File: config.mk
export PLATFORM = sky130hd
export DESIGN_NAME = bcd_digit_sequencer
export DESIGN_NICKNAME = d
export VERILOG_FILES = /design/src/rtl/bcd_seq_pkg.sv /design/src/rtl/bcd_dd_conv.sv /design/src/rtl/bcd_digit_sequencer.sv
export SDC_FILE = /design/constraint.sdc
export NUM_CORES = 1
export LEC_CHECK = 0
export CAP_MARGIN = 5
export CORE_MARGIN = 1
export CORE_UTILIZATION = 50
export CTS_BUF_LIST = sky130_fd_sc_hd__clkbuf_4
export CTS_CLUSTER_DIAMETER = 40
export DETAILED_ROUTE_END_ITERATION = 6
export PLACE_DENSITY = 0.72
export SYNTH_ARGS = -nofsm -noshare
export SYNTH_HDL_FRONTEND = slang
export SYNTH_SLANG_ARGS = --single-unit
File: constraint.sdc
create_clock -name clk_i -period 9.7 [get_ports clk_i]
set_input_delay 0.97 -clock clk_i [delete_from_list [all_inputs] [get_ports clk_i]]
set_output_delay 0.97 -clock clk_i [all_outputs]
set_load 0.05 [all_outputs]
File: src/rtl/bcd_seq_pkg.sv
// Shared types, constants and the double-dabble step for the BCD digit sequencer.
package bcd_seq_pkg;

    typedef enum logic [1:0] {
        IDLE = 2'd0,
        CONV = 2'd1,
        EMIT = 2'd2,
        DONE = 2'd3
    } seq_state_e;

    localparam logic [3:0] SEL_NONE  = 4'd15;
    localparam logic [3:0] BCD_BLANK = 4'hF;

    localparam int N_FIELDS         = 3;
    localparam int DIGITS_PER_FIELD = 3;
    localparam int CONV_ITER        = 8;

    // One double-dabble iteration on the BCD part: add 3 to nibbles >= 5, then
    // shift left taking the next binary bit in at the bottom.
    function automatic logic [11:0] dd_adjust_shift(input logic [11:0] bcd, input logic in_bit);
        logic [11:0] adj;
        for (int i = 0; i < 3; i++) begin
            adj[i*4 +: 4] = (bcd[i*4 +: 4] >= 4'd5) ? bcd[i*4 +: 4] + 4'd3 : bcd[i*4 +: 4];
        end
        return {adj[10:0], in_bit};
    endfunction

endpackage

File: src/rtl/bcd_dd_conv.sv
// Iterative 8-bit to 3-digit BCD converter: load once, then step CONV_ITER times.
module bcd_dd_conv
    import bcd_seq_pkg::*;
(
    input  logic        clk_i,
    input  logic        rst_ni,
    input  logic        load,
    input  logic [7:0]  bin,
    input  logic        step,
    output logic [11:0] bcd
);

    // 12 BCD bits on top of the 8 binary bits still to be shifted in
    logic [19:0] sr_q;
    logic [19:0] sr_d;

    // Load a fresh value, or run one adjust-and-shift iteration
    always_comb begin
        sr_d = sr_q;
        if (load) begin
            sr_d = {12'd0, bin};
        end else if (step) begin
            sr_d = {dd_adjust_shift(sr_q[19:8], sr_q[7]), sr_q[6:0], 1'b0};
        end
    end

    // Shift register
    always_ff @(posedge clk_i or negedge rst_ni) begin
        if (!rst_ni) begin
            sr_q <= '0;
        end else begin
            sr_q <= sr_d;
        end
    end

    assign bcd = sr_q[19:8];

endmodule

File: src/rtl/bcd_digit_sequencer.sv
// Converts three captured 8-bit fields to BCD and emits the nine digits one at a
// time on sel_o/data_o, each held HOLD_CYCLES cycles for a slower consumer.
// Optional build macro: BCD_SEQ_LEADING_BLANK_EN (blank leading zero digits).
//
// state | meaning
// IDLE  | waiting for start_i
// CONV  | double-dabble of field f, CONV_ITER cycles
// EMIT  | presenting digit d of field f
// DONE  | one-cycle completion pulse
module bcd_digit_sequencer
    import bcd_seq_pkg::*;
#(
    parameter int HOLD_CYCLES = 11111110
) (
    input  logic       clk_i,
    input  logic       rst_ni,
    input  logic       start_i,
    input  logic [7:0] field0_i,
    input  logic [7:0] field1_i,
    input  logic [7:0] field2_i,
    output logic [3:0] sel_o,
    output logic [3:0] data_o,
    output logic       wr_o,
    output logic       busy_o,
    output logic       done_o
);

    localparam int HW = $clog2(HOLD_CYCLES);
    localparam logic [HW-1:0] HOLD_LAST = HW'(HOLD_CYCLES - 1);
    localparam logic [2:0]    CONV_LAST = 3'(CONV_ITER - 1);
    localparam logic [1:0]    DIG_LAST  = 2'(DIGITS_PER_FIELD - 1);
    localparam logic [1:0]    FLD_LAST  = 2'(N_FIELDS - 1);

    seq_state_e state_q, state_d;
    logic [1:0]    f_q, f_d;
    logic [1:0]    d_q, d_d;
    logic [2:0]    conv_cnt_q, conv_cnt_d;
    logic [HW-1:0] hold_q, hold_d;
    logic [7:0]    fld0_q, fld0_d, fld1_q, fld1_d, fld2_q, fld2_d;
    logic [3:0]    sel_q, sel_d, data_q, data_d;
    logic          wr_q, wr_d, busy_q, busy_d, done_q, done_d;

    logic          conv_load, conv_step;
    logic [7:0]    conv_bin;
    logic [11:0]   conv_bcd;
    logic [7:0]    cur_field, next_field;
    logic [11:0]   digit_src;

    bcd_dd_conv u_conv (
        .clk_i  (clk_i),
        .rst_ni (rst_ni),
        .load   (conv_load),
        .bin    (conv_bin),
        .step   (conv_step),
        .bcd    (conv_bcd)
    );

    function automatic logic [3:0] pick_digit(input logic [11:0] bcd, input logic [1:0] d);
        logic [3:0] dig;
        case (d)
            2'd0:    dig = bcd[11:8];
            2'd1:    dig = bcd[7:4];
            default: dig = bcd[3:0];
        endcase
`ifdef BCD_SEQ_LEADING_BLANK_EN
        if (d == 2'd0 && bcd[11:8] == 4'd0) dig = BCD_BLANK;
        if (d == 2'd1 && bcd[11:4] == 8'd0) dig = BCD_BLANK;
`endif
        return dig;
    endfunction

    // Sequencing: next state, counters, converter control and registered outputs
    always_comb begin
        state_d    = state_q;
        f_d        = f_q;
        d_d        = d_q;
        conv_cnt_d = conv_cnt_q;
        hold_d     = hold_q;
        fld0_d     = fld0_q;
        fld1_d     = fld1_q;
        fld2_d     = fld2_q;
        conv_load  = 1'b0;
        conv_step  = 1'b0;
        busy_d     = 1'b0;
        done_d     = 1'b0;

        case (state_q)
            IDLE: begin
                if (start_i) begin
                    fld0_d     = field0_i;
                    fld1_d     = field1_i;
                    fld2_d     = field2_i;
                    f_d        = 2'd0;
                    conv_cnt_d = '0;
                    conv_load  = 1'b1;
                    state_d    = CONV;
                end
            end
            CONV: begin
                busy_d    = 1'b1;
                conv_step = 1'b1;
                if (conv_cnt_q == CONV_LAST) begin
                    conv_cnt_d = '0;
                    d_d        = 2'd0;
                    hold_d     = '0;
                    state_d    = EMIT;
                end else begin
                    conv_cnt_d = conv_cnt_q + 3'd1;
                end
            end
            EMIT: begin
                busy_d = 1'b1;
                if (hold_q == HOLD_LAST) begin
                    hold_d = '0;
                    if (d_q == DIG_LAST) begin
                        d_d = 2'd0;
                        if (f_q < FLD_LAST) begin
                            f_d        = f_q + 2'd1;
                            conv_cnt_d = '0;
                            conv_load  = 1'b1;
                            state_d    = CONV;
                        end else begin
                            busy_d  = 1'b0;
                            done_d  = 1'b1;
                            state_d = DONE;
                        end
                    end else begin
                        d_d = d_q + 2'd1;
                    end
                end else begin
                    hold_d = hold_q + 1'b1;
                end
            end
            default: begin
                state_d = IDLE;
            end
        endcase

        case (f_q)
            2'd0:    cur_field = fld0_q;
            2'd1:    cur_field = fld1_q;
            default: cur_field = fld2_q;
        endcase
        case (f_d)
            2'd0:    next_field = fld0_q;
            2'd1:    next_field = fld1_q;
            default: next_field = fld2_q;
        endcase
        conv_bin = (state_q == IDLE) ? field0_i : next_field;

        // On entry to EMIT the final iteration is still in flight, so apply it here
        digit_src = (state_q == CONV) ? dd_adjust_shift(conv_bcd, cur_field[0]) : conv_bcd;

        wr_d   = (state_d == EMIT);
        sel_d  = wr_d ? ({2'b00, f_d} * 4'd3 + {2'b00, d_d}) : SEL_NONE;
        data_d = wr_d ? pick_digit(digit_src, d_d) : 4'd0;
    end

    // State, counters, latched fields and output registers
    always_ff @(posedge clk_i or negedge rst_ni) begin
        if (!rst_ni) begin
            state_q    <= IDLE;
            f_q        <= '0;
            d_q        <= '0;
            conv_cnt_q <= '0;
            hold_q     <= '0;
            fld0_q     <= '0;
            fld1_q     <= '0;
            fld2_q     <= '0;
            sel_q      <= SEL_NONE;
            data_q     <= '0;
            wr_q       <= 1'b0;
            busy_q     <= 1'b0;
            done_q     <= 1'b0;
        end else begin
            state_q    <= state_d;
            f_q        <= f_d;
            d_q        <= d_d;
            conv_cnt_q <= conv_cnt_d;
            hold_q     <= hold_d;
            fld0_q     <= fld0_d;
            fld1_q     <= fld1_d;
            fld2_q     <= fld2_d;
            sel_q      <= sel_d;
            data_q     <= data_d;
            wr_q       <= wr_d;
            busy_q     <= busy_d;
            done_q     <= done_d;
        end
    end

    assign sel_o  = sel_q;
    assign data_o = data_q;
    assign wr_o   = wr_q;
    assign busy_o = busy_q;
    assign done_o = done_q;

endmodule

---- After elaboration in Yosys (flattened, before gate mapping) ----
Index checks and enable logic that the tools add are counted.
operators by class
  add/sub/neg operators ................... 8
  multipliers ............................. 1
  order comparisons ....................... 4
  equal/unequal tests ..................... 14
  muxes and demuxes ....................... 49
  reductions and logical operators ........ 10
operator list
  kind                                                                                 count
  24-bit 2-to-1 mux                                                                    2
  24-bit one-hot mux with 2 select lines                                               1
  20-bit 2-to-1 mux                                                                    2
  24-bit by 1-bit adder with 24-bit output, second input constant                      1
  24-bit == test, second input constant                                                1
  2-bit 2-to-1 mux                                                                     12
  3-bit 2-to-1 mux                                                                     6
  4-bit 2-to-1 mux                                                                     4
  8-bit one-hot mux with 2 select lines                                                1
  4-bit by 3-bit greater-or-equal comparator with 1-bit output, second input constant  3
  12-bit 2-to-1 mux                                                                    1
  1-bit 2-to-1 mux                                                                     11
  2-bit != test, second input constant                                                 5
  3-bit one-hot mux with 3 select lines                                                1
  4-bit by 2-bit adder with 4-bit output, second input constant                        2
  2-bit by 1-bit == test with 1-bit output, second input constant                      4
  2-bit zero test                                                                      4
  8-bit 2-to-1 mux                                                                     1
  2-bit one-hot mux with 2 select lines                                                2
  4-bit one-hot mux with 2 select lines                                                1
  2-bit == test, second input constant                                                 3
  1-bit one-hot mux with 2 select lines                                                3
  2-bit one-hot mux with 3 select lines                                                1
  5-bit AND reduction                                                                  1
  other kinds (10)                                                                     13
storage, ports and cells
  bits in registers ....................... 88
  input bits .............................. 27
  output and inout bits ................... 11
  word-level logic and storage cells ...... 100

---- Longest topological paths before layout ----
Gate-level depths: netlist (run 1).
  depth after elaboration ................. 9
  depth in mapped cells ................... 15

---- Cells and area by module ----
Synthesis (run 1) repeated with hierarchy kept, for this count alone.
second synthesis, totals
  cells, all modules ...................... 544
  area total of the unflattened synthesis .. 5241.3 sq um
by module, submodules not included
  module               instances  cells each  area each (sq um)  seq. area each (sq um)
  bcd_digit_sequencer  1          418         4015.1             1706.6
  bcd_dd_conv          1          126         1226.2             500.5

---- Worst setup path after synthesis (run 1) ----
OpenSTA, ideal clock, no wires.
  path type ............................... register -> register
  from .................................... register hold_q[8]
  to ...................................... register sel_q[2] (netlist: sel_o[2])
  setup time .............................. 0.084 ns
  data arrival time ....................... 3.148 ns
  required time ........................... 9.616 ns
  setup slack ............................. 6.468 ns
  cell stages (with the launch flop) ...... 11
  cells stage by stage .................... dfrtp_1 or4b_1 nor4_4 nand3_2 nand2_1 o21ai_0 a22o_1 fa_1 ha_1 fa_1 or2_2
on the way
  word-level cells in the longest chain between the ends .. 6
  elaborated cells between the ends (all ways) .. 11
RTL lines
  what                                         line                        source
  start: declaration                           bcd_digit_sequencer.sv:38   logic [HW-1:0] hold_q, hold_d;
  start signal: assignment                     bcd_digit_sequencer.sv:180  hold_q <= hold_d;
  24-bit == test                               bcd_digit_sequencer.sv:113  if (hold_q == HOLD_LAST) begin
  2-bit 2-to-1 mux                             bcd_digit_sequencer.sv:113
  2-bit one-hot mux with 2 select lines        bcd_digit_sequencer.sv:87   case (state_q)
  net f_d[1]                                   bcd_digit_sequencer.sv:35   logic [1:0] f_q, f_d;
  2-bit by 2-bit multiplier with 4-bit output  bcd_digit_sequencer.sv:155  sel_d = wr_d ? ({2'b00, f_d} * 4'd3 + {2'b00, d_d}) : SEL_NONE;
  4-bit by 2-bit adder with 4-bit output       bcd_digit_sequencer.sv:155
  4-bit 2-to-1 mux                             bcd_digit_sequencer.sv:155
  net sel_d[2]                                 bcd_digit_sequencer.sv:40   logic [3:0] sel_q, sel_d, data_q, data_d;
  end signal: assignment                       bcd_digit_sequencer.sv:184  sel_q <= sel_d;
  end: declaration                             bcd_digit_sequencer.sv:40
The timed path passes the listed nets, and every way through them passes these cells.
A chain may end at the register's enable or synchronous reset.

---- Worst setup path in the final report (run 1) ----
Same ends and word-level chain as after synthesis.

==> out/metrics.cfg, run 1 <==
[status]
status = finished, final reports clean

[cells_and_area]
antenna_cells = 0
fin_area_mm2 = 0.00551
post-route-util = 0.591
layout.nets = 570
stdcell_count = 653
syn_to_final_growth_pct = 13.4
drive_above_1_share = 0.109
fillCellCount = 811

[power]
switching_share = 0.351
p_comb_frac = 0.358
p_int_uw = 792
powerDensity_mw_per_mm2 = 221
seqPwrFrac = 0.432
clockPowerShare = 0.210
power_leakage_nw = 2.47
power_switching_uw = 428
irDropWorstVdd_uv = 165
total_power_mw = 1.22

[critical_path]
start_kind = register
crit_top_cell = fa_1
rrSetupSlack_ps = 6100
ff2ff_path_depth = 9
rr_endpoint = sel_o[2]$_DFF_PN1_
worstPathCellList = or4b_1 > nor4_4 > nand3_2 > o21ai_0 > a22o_1 > fa_1 > ha_1 > fa_1 > or2_2
slowest_delay_ps = 590
crit_path_top_delay_cell = or4b_1
worstSetupPathType = register to register
critPathBufInv = 0
crit_fanout = 8
worstPathArrival_ps = 3970
reg2reg_from = hold_q[8]$_DFFE_PN0P_
path_delay_family = simple AND/OR/NAND/NOR gates
endpoint_kind = register
crit_required_ps = 10070

[routing]
via_count = 3708
wl_um = 10100
first_pass_iters = 5
drc = 0
drt_iter0_drc = 197
via_per_inst = 5.68
drtAntennaViolNets = 0
wl_per_cell_um = 15.5

[global_routing]
grt_pass1_wl_um = 17200
grt_overflow = 0
grt_pass1_vias = 3490
grt_usage = 0.219
antenna_found_initial = 0
grt_max_degree = 50

[floorplanning]
die_x_um = 101
io-pin-count = 38
initial_core_util = 0.521
die_h_um = 101
dieArea_mm2 = 0.0101
core_mm2 = 0.00933
std_cell_rows = 35

[synth]
synth_compound_area_frac = 0.153
synth.net_count = 537
ys.flop_type = dfrtp_1
yosysWarnings = 0
synthXorXnorAreaFrac = 0.0342
synth.avg_cell_area_um2 = 9.98
postSynthCellCount = 487
syn_area_mm2 = 0.00486
ys_types = 61
async_flop_share = 1.00
synth_edf_count = 0
synthMuxAreaShare = 0.0769
ys_seq_area_frac = 0.454
synth-adder-area-share = 0.0623
synth-simple-area-share = 0.183
synth_top_family_by_area = simple AND/OR/NAND/NOR gates
synth_seq_cells = 88

[clock_tree]
root_buffer = clkbuf_4
tritoncts = built
numCtsBuffers = 9
cts.htree.levels = 3
clock-sinks = 88
post_cts_resized = 0
postCtsHoldBufs = 0
post_cts_buffers = 0
clock_insertion_delay_worst_skew_ps = 440
cts_buffer_depth = 2
path_clk_slew_ps = 150

[sta]
worstMarginPinSlew_ps = 1150
period_needed_ps = 3600
fin_crit_sh = 0.371
hold_viol_final = 0
fin_setup_tns_ps = 0
fin_skew_ps = 24.4
maxSlewViolCount = 0
clock.fmax_mhz = 278
finalSetupViolCount = 0
rsz0062_at_grt = false
slew_headroom = 0.228

[placed_design]
place_inst = 638
dpl.hpwl_um = 7270
place_congestion = 0.880
placed_area_mm2 = 0.00534
port-buffer-count = 37

[hold_path]
hold_path.class = input pin to asynchronous set/reset pin

[run]
cap_violations = 0

## how the worst max path moves through the flow
stage	from	endpoint	slack, ps	cells after the start
after floorplan	hold_q[8]$_DFFE_PN0P_	sel_o[2]$_DFF_PN1_	6470	10
after global placement	start_i	sel_o[2]$_DFF_PN1_	6070	8
after detailed placement	start_i	sel_o[2]$_DFF_PN1_	5970	8
after CTS	hold_q[8]$_DFFE_PN0P_	sel_o[2]$_DFF_PN1_	6110	9
after global routing	hold_q[8]$_DFFE_PN0P_	sel_o[2]$_DFF_PN1_	5920	9
final	hold_q[8]$_DFFE_PN0P_	sel_o[2]$_DFF_PN1_	6100	9
## power groups by stage
stage	Combinational [mW]	Clock, mW	Sequential, mW
after floorplan	0.339	0	0.522
after global placement	0.422	0	0.532
after detailed placement	0.439	0	0.535
after CTS	0.440	0.260	0.528
after global routing	0.491	0.276	0.542
final	0.436	0.256	0.528
## placed cells by master, fill, tap and decap left out, types with 6 or more instances in the layout
cell type,count
and3_1,6
or2_2,6
inv_1,26
mux2_2,19
ha_1,21
nand2_1,42
nand2b_1,6
nor2_1,45
dfrtp_1,84
nand3_1,8
xor2_1,10
nand4_1,9
xnor2_1,9
nor2b_1,9
a22oi_1,6
clkbuf_4,11
a21oi_1,25
o21ai_0,41
mux2i_1,16
a22o_1,10
a211oi_1,11
clkdlybuf4s50_1,36
## per-layer routing
metal	routed length, µm	GRT usage
met3	475	0.0326
met5	0	0
met4	138	0.0725
met1	4950	0.325
met2	4530	0.328
## area by class of cell
type	count	area, µm²	share of cell area
Timing Repair Buffer	39	383	0.0695
Tap cell	129	161	0.0293
Clock inverter	4	93.8	0.0170
Inverter	28	105	0.0191
Sequential cell	88	2210	0.400
Multi-Input combinational cell	354	2480	0.450
Clock buffer	11	82.6	0.0150
## sequential cells by signal, indices dropped and copies added (netlist names)
| name | cells |
|---|---|
| hold_q | 24 |
| u_conv.sr_q | 20 |
| fld0_q | 8 |
| fld1_q | 8 |
| fld2_q | 8 |
| data_o | 4 |
| sel_o | 4 |
| conv_cnt_q | 3 |
| d_q | 2 |
| f_q | 2 |
| state_q | 2 |
| busy_o | 1 |
| done_o | 1 |
| wr_o | 1 |
## through the flow
stage          hold slack, ps  setup WS, ps
2_1_floorplan             451          6470
3_3_place_gp              463          6070
3_5_place_dp              472          5970
4_1_cts                   490          6110
5_1_grt                   489          5920
6_report                  469          6100
## Yosys cell counts (all sizes together) (2+ instances only)
cell,count,area [µm²]
dfrtp,84,2100
a22o,10,87.6
a211oi,13,115
xor2,10,87.6
nor3,3,15.0
nand4,9,56.3
fa,2,40.0
o311ai,2,17.5
xnor2,9,78.8
nor3b,4,30.0
and3,6,37.5
o221ai,2,17.5
inv,27,101
buf,6,30.0
mux2i,16,160
nor4bb,2,20.0
a221o,3,30.0
or3b,3,26.3
nor2,45,169
nor4,3,48.8
or4b,2,20.0
mux2,19,214
nand2b,6,37.5
a21oi,25,125
dfstp,4,105
a22oi,6,45.0
nand3,9,50.1
nand2,42,158
nor2b,9,56.3
o211ai,2,15.0
and2,6,37.5
and4,3,26.3
nor4b,2,23.8
o21ai,42,210
clkbuf,11,41.3
or2,6,37.5
ha,21,263
## logic make-up after synthesis
group / Yosys count
simple gates: 164
compound gates: 113
flops: 88
buf+inv: 45
mux: 35
fa+ha+maj: 23
xor+xnor: 19
Power figures use the tool's default switching activity.
==> inputs of run 2 (changes only) <==
Settings changed: PLACE_DENSITY 0.72 to 0.75.
Clock period 9.7 ns to 3.05 ns, I/O delays scaled along.
==> run 2 against run 1 <==
  * The run now ends with negative setup slack left
  * Fmax grew 13%
  * Sequential share of layout area shrank 2.9 points
  * Largest cell class unchanged
  * Count of clock-buffer cells in the layout is 1 lower
  * Power rose to 3.2 times the previous value
  * Combinational power increased to 3.4 times the previous value
  * Sequential cell count is the same
==> out/metrics.cfg, run 2 (synthesis results as in run 1) <==
[status]
status = complete, but fails checks
failed_checks = negative setup slack

[hold_path]
hold_end = fld0_q[6]$_DFFE_PN0P_
hp-start = field0_i[6]
hold_path.class = input pin to register
whs_path_depth = 3

[critical_path]
start_kind = register
endpoint_kind = register
rrSetupSlack_ps = -130  ; -6230 ps
crit_required_ps = 3430  ; -6640 ps
rr_endpoint = sel_o[2]$_DFF_PN1_
reg2reg_from = hold_q[8]$_DFFE_PN0P_
crit_fanout = 4  ; -4
worstSetupPathType = register to register
crit_start = hold_q[8]$_DFFE_PN0P_
worstPathArrival_ps = 3560  ; -410 ps
ff2ff_path_depth = 10  ; +1

[power]
total_power_mw = 3.89  ; +220%
irDropWorstVdd_uv = 385  ; +130%
powerDensity_mw_per_mm2 = 655  ; +200%
power_leakage_nw = 2.74  ; +11%

[global_routing]
grt_overflow = 0  ; unchanged
grt_pass1_vias = 3730  ; +6.9%
antenna_found_initial = 0  ; unchanged
grt_usage = 0.228  ; +0.00913
grt_pass1_wl_um = 17900  ; +4.5%
grt_max_degree = 66  ; +32%

[clock_tree]
root_buffer = clkbuf_4
clock_insertion_delay_worst_skew_ps = 450  ; about the same
cts_buffer_depth = 2  ; unchanged
path_clk_slew_ps = 130  ; -20 ps
numCtsBuffers = 9  ; unchanged
clock-sinks = 88  ; unchanged
cts.htree.levels = 3  ; unchanged
tritoncts = built

[floorplanning]
die_h_um = 101  ; unchanged
core_mm2 = 0.00933  ; unchanged
die_x_um = 101  ; unchanged
dieArea_mm2 = 0.0101  ; unchanged
std_cell_rows = 35  ; unchanged
io-pin-count = 38  ; unchanged
initial_core_util = 0.521  ; unchanged

[routing]
wl_per_cell_um = 15.5  ; about the same
via_per_inst = 5.61  ; -1.3%
first_pass_iters = 6  ; +1
drt_iter0_drc = 209  ; +6.1%
wl_um = 10900  ; +7.7%
drtAntennaViolNets = 0  ; unchanged
drc = 0  ; unchanged
via_count = 3942  ; +6.3%

[placed_design]
place_congestion = 0.864  ; -1.8%
placed_area_mm2 = 0.00568  ; +6.4%
port-buffer-count = 37  ; unchanged
dpl.hpwl_um = 7920  ; +9.0%
dp_worst_setup_slack_ps = -156  ; -6130 ps
place_inst = 682  ; +6.9%

[sta]
rsz0062_at_grt = true
whs_ps = 436  ; -33.8 ps
finalSetupViolCount = 2  ; +2
fin_crit_sh = 1.04  ; +0.672
fin_setup_tns_ps = -183  ; -183 ps
fin_skew_ps = 20.9  ; -3.54 ps
maxSlewViolCount = 0  ; unchanged
period_needed_ps = 3180  ; -422 ps
slew_headroom = 0.332  ; +0.103
hold_viol_final = 0  ; unchanged
clock.fmax_mhz = 314  ; +13%
fin_ws_ps = -131  ; -6230 ps
worstMarginPinSlew_ps = 999  ; -156 ps

[cells_and_area]
stdcell_count = 703  ; +7.7%
layout.nets = 620  ; +8.8%
layout_commonest_cell = dfrtp_1
regMostFlops = hold_q
fin_area_mm2 = 0.00595  ; +7.9%
antenna_cells = 0  ; unchanged
drive_above_1_share = 0.213  ; +0.104
final_cell_mix = 84 x dfrtp_1, 51 x buf_4, 44 x nor2_1
largest_reg_flops = 24  ; unchanged
syn_to_final_growth_pct = 22.3
top_regs = hold_q x24, u_conv.sr_q x20
post-route-util = 0.638  ; +0.0467

[run]
cap_violations = 0  ; unchanged

## run 2: routing by layer
metal	share of wire	vias to the layer above	track usage
met5	0	-	0
met4	0.017	0	0.0836
met3	0.059	20	0.0277
met2	0.46	127	0.359
met1	0.46	1902	0.325
li1	-	1893	-
## run 2: layout make-up
cell class / instances / area, µm²
sequential: 88 / 2210
timing repair buffer: 89 / 758
multi-input combinational: 354 / 2560
fill: 764 / 3380
inverter: 28 / 105
clock buffer: 10 / 75.1
clock inverter: 5 / 82.6
tap: 129 / 161
## run 2: worst max-delay path, cell delays in order, from the launching register on
cell,delay (ps)
dfrtp_1,400
or4b_4,550
nor4_4,210
nand3_2,150
buf_4,170
o21ai_2,160
a22o_1,210
fa_1,430
ha_2,200
fa_2,400
or2_4,250
## run 2: worst max path at each step
stage | end | cells past startpoint | slack (ps)
after floorplan | sel_o[2]$_DFF_PN1_ | 10 | -140
after global placement | sel_o[2]$_DFF_PN1_ | 10 | -90
after detailed placement | sel_o[2]$_DFF_PN1_ | 10 | -160
after CTS | sel_o[2]$_DFF_PN1_ | 10 | -100
after global routing | sel_o[2]$_DFF_PN1_ | 10 | -240
final | sel_o[2]$_DFF_PN1_ | 10 | -130
## run 2: where the power goes
| part | internal [mW] | switching, mW | leakage (nW) | total, mW |
|---|---|---|---|---|
| clock network | 0.339 | 0.397 | 0.0864 | 0.736 |
| logic | 0.666 | 0.811 | 1.51 | 1.48 |
| registers | 1.47 | 0.210 | 1.14 | 1.68 |
## run 2: repair_timing
item	CTS	global route
hold buffers	1	0
resized for setup	6	9
pin swaps	0	2
buffers inserted	2	3
hold endpoints to repair	59	0
endpoints found under the setup margin	9	10
gates cloned	0	0
==> inputs of run 3 (changes only) <==
Settings changed: PLACE_DENSITY 0.75 to 0.74, SKIP_LAST_GASP set to 1, SYNTH_HIERARCHICAL set to 1.
==> run 3 against run 2 <==
  * The run still ends with negative setup slack left
  * Design area grew 2.5%
  * Sequential power shrank 30%
  * Combinational power shrank 96%
  * Die area grew 7.6%
  * Wire length grew 4.9%
  * Register-to-register slack lost 20 ps
  * Largest power group unchanged
==> out/metrics.cfg, run 3 <==
[critical_path]
start_kind = register
crit_required_ps = 3430  ; about the same
endpoint_kind = register
worstSetupPathType = register to register
worstPathArrival_ps = 3580  ; +20 ps
crit_fanout = 5  ; +1

[routing]
via_count = 4258  ; +8.0%
via_per_inst = 5.73  ; +2.2%
wl_um = 11400  ; +4.9%
drtAntennaViolNets = 0  ; unchanged
wl_per_cell_um = 15.3  ; -0.79%
drt-met1-wl_um = 5110  ; +1.1%
wl_met2_um = 5740  ; +15%
drc = 0  ; unchanged
drt_iter0_drc = 299  ; +43%
top_layer = met4
first_pass_iters = 5  ; -1
routed-wl-met3_um = 373  ; -42%

[sta]
period_needed_ps = 3200  ; +23.6 ps
rsz0062_at_grt = true
hold_viol_final = 0  ; unchanged
clock.fmax_mhz = 312  ; -0.74%
finalSetupViolCount = 2  ; unchanged
fin_setup_tns_ps = -220  ; -37.4 ps
slew_headroom = 0.524  ; +0.193
worstMarginPinSlew_ps = 711  ; -288 ps
fin_ws_ps = -154  ; -23.6 ps
maxSlewViolCount = 0  ; unchanged
fin_skew_ps = 22.3  ; +1.39 ps
fin_crit_sh = 1.05  ; +0.00773

[cells_and_area]
syn_to_final_growth_pct = 16.3
antenna_cells = 0  ; unchanged
layout_commonest_cell = dfrtp_1
regMostFlops = hold_q
top_regs = hold_q x24, u_conv/sr_q x20
largest_reg_flops = 24  ; unchanged
drive_above_1_share = 0.183  ; -0.0297
post-route-util = 0.596  ; -0.0420
layout.nets = 658  ; +6.1%
final_cell_mix = 84 x dfrtp_1, 49 x nand2_1, 48 x buf_4

[status]
status = complete, but fails checks
failed_checks = negative setup slack

[floorplanning]
initial_core_util = 0.512  ; -0.00897
std_cell_rows = 37  ; +5.7%
core_mm2 = 0.0102  ; +9.7%
die_x_um = 104  ; +3.8%
io-pin-count = 38  ; unchanged
dieArea_mm2 = 0.0109  ; +7.6%
die_h_um = 104  ; +3.8%

[global_routing]
grt_usage = 0.218  ; -0.00960
grt_max_degree = 62  ; -6.1%
grt_pass1_wl_um = 19500  ; +8.8%
grt_overflow = 0  ; unchanged
grt_pass1_vias = 4224  ; +13%
antenna_found_initial = 0  ; unchanged

[placed_design]
port-buffer-count = 37  ; unchanged
dpl.hpwl_um = 8050  ; +1.7%
place_congestion = 0.848  ; -1.9%

[clock_tree]
clock-sinks = 88  ; unchanged
cts.htree.levels = 3  ; unchanged
tritoncts = built
cts_buffer_depth = 2  ; unchanged
clock_insertion_delay_worst_skew_ps = 440  ; about the same
numCtsBuffers = 9  ; unchanged
path_clk_slew_ps = 150  ; +20 ps
root_buffer = clkbuf_4

[synth]
yosysWarnings = 6  ; +6
ys_types = 63  ; +3.3%
synth.net_count = 600  ; +12%
async_flop_share = 1.00  ; unchanged
netlist.area_leader.share = 0.401  ; -0.0313
synth.avg_cell_area_um2 = 9.63  ; -3.5%
synth_seq_cells = 88  ; unchanged
ys_seq_area_frac = 0.421  ; -0.0328
syn_area_mm2 = 0.00524  ; +7.8%
synth_common_cells = 84 x dfrtp_1, 50 x nand2_1, 45 x o21ai_0, 31 x inv_1, 29 x nor2_1
synth_area_leader_cell = dfrtp_1
synth_most_common_cell = dfrtp_1
ys_top_cells_by_area = dfrtp_1 40%, ha_1 6.4%, o21ai_0 4.3%
ys.flop_type = dfrtp_1
synth_edf_count = 0  ; unchanged
postSynthCellCount = 544  ; +12%

[power]
powerDensity_mw_per_mm2 = 296  ; -55%
power_leakage_nw = 2.67  ; -2.6%
irDropWorstVdd_uv = 181  ; -53%

[hold_path]
hold_path.class = input pin to asynchronous set/reset pin

[run]
cap_violations = 0  ; unchanged

==> run 3: cell types whose count changed in the layout (fill, tap and decap cells not counted), sizes merged, moves of 6 or more <==
cell / before / now
nor2: 45 / 29
o21ai: 42 / 56
nand2: 42 / 51
nand2b: 6 / 15
and2: 6 / 0
ha: 21 / 27
==> run 3: layout make-up <==
class / count / area, µm²
inverters: 31 / 116
flip-flops and latches: 88 / 2210
well taps: 136 / 170
multi-input cells: 387 / 2750
repair buffers: 85 / 731
clock buffers: 9 / 67.6
clock inverters: 7 / 47.5
fillers: 870 / 4140
==> run 3: final timing paths <==
| kind | start | to | slack (ps) | cells past startpoint |
|---|---|---|---|---|
| worst max-delay path | hold_q[8]$_DFFE_PN0P_ | sel_o[2]$_DFF_PN1_ | -150 | 10 |
| min in group clk_i | field0_i[4] | fld0_q[4]$_DFFE_PN0P_ | 440 | 3 |
| worst min-delay path | rst_ni | fld1_q[4]$_DFFE_PN0P_ | 400 | 2 |
| worst max register to register | hold_q[8]$_DFFE_PN0P_ | sel_o[2]$_DFF_PN1_ | -150 | 10 |
| worst min register to register | fld0_q[6]$_DFFE_PN0P_ | fld0_q[6]$_DFFE_PN0P_ | 500 | 2 |
| max in group asynchronous | rst_ni | sel_o[0]$_DFF_PN1_ | 1890 | 3 |
==> run 3: cells by family (layout without fill, tap and decap cells) <==
kind of cell	count (synthesis)	count (layout)	synth area share
xor+xnor	13	13	0.0217
buf+inv	69	132	0.0659
mux	41	41	0.0840
flops	88	88	0.421
simple gates	163	163	0.163
compound gates	141	141	0.172
fa+ha+maj	29	29	0.0721
==> run 3: where the power goes <==
| group | switching, mW | internal, mW | leakage, nW |
|---|---|---|---|
| registers | 0 | 1.17 | 1.17 |
| logic | 0.0315 | 0.0320 | 1.44 |
| clock network | 0.410 | 0.166 | 0.0536 |
| total | 0.441 | 1.37 | 2.67 |
==> run 3: critical path, cell delays in order (launching register included) <==
cell and delay (ps):
dfrtp_1 410, nand4bb_1 180, or4b_4 490, or3_4 420, nand2_2 80, o21ai_2 60
a22o_2 290, fa_1 460, ha_2 180, fa_1 470, nand2b_4 110
==> run 3: per-layer routing <==
layer,up-vias,GRT usage
met5,-,0
met4,0,0.0816
met3,17,0.0251
met2,91,0.368
met1,2094,0.288
li1,2056,-
==> run 3: repair_timing <==
| action | in CTS | in global routing |
|---|---|---|
| setup buffers | 2 | 5 |
| hold endpoints to repair | 43 | 0 |
| pin swaps | 0 | 8 |
| setup endpoints to repair | 10 | 10 |
| hold buffers | 1 | 0 |
| resized for setup | 1 | 10 |
==> run 3: per-stage QoR <==
step | instances | hold slack, ps | total power [mW] | instance area [µm²] | worst slack (ps)
final | 743 | 397 | 1.81 | 6090 | -154
after global routing | 743 | 434 | 1.89 | 6090 | -215
after CTS | 738 | 398 | 1.83 | 6010 | -121
after detailed placement | 719 | 350 | 1.25 | 5870 | -122
after global placement | 719 | 344 | 1.25 | 5870 | -63.9
after floorplan | 544 | 9.41 | 1.19 | 5250 | -175
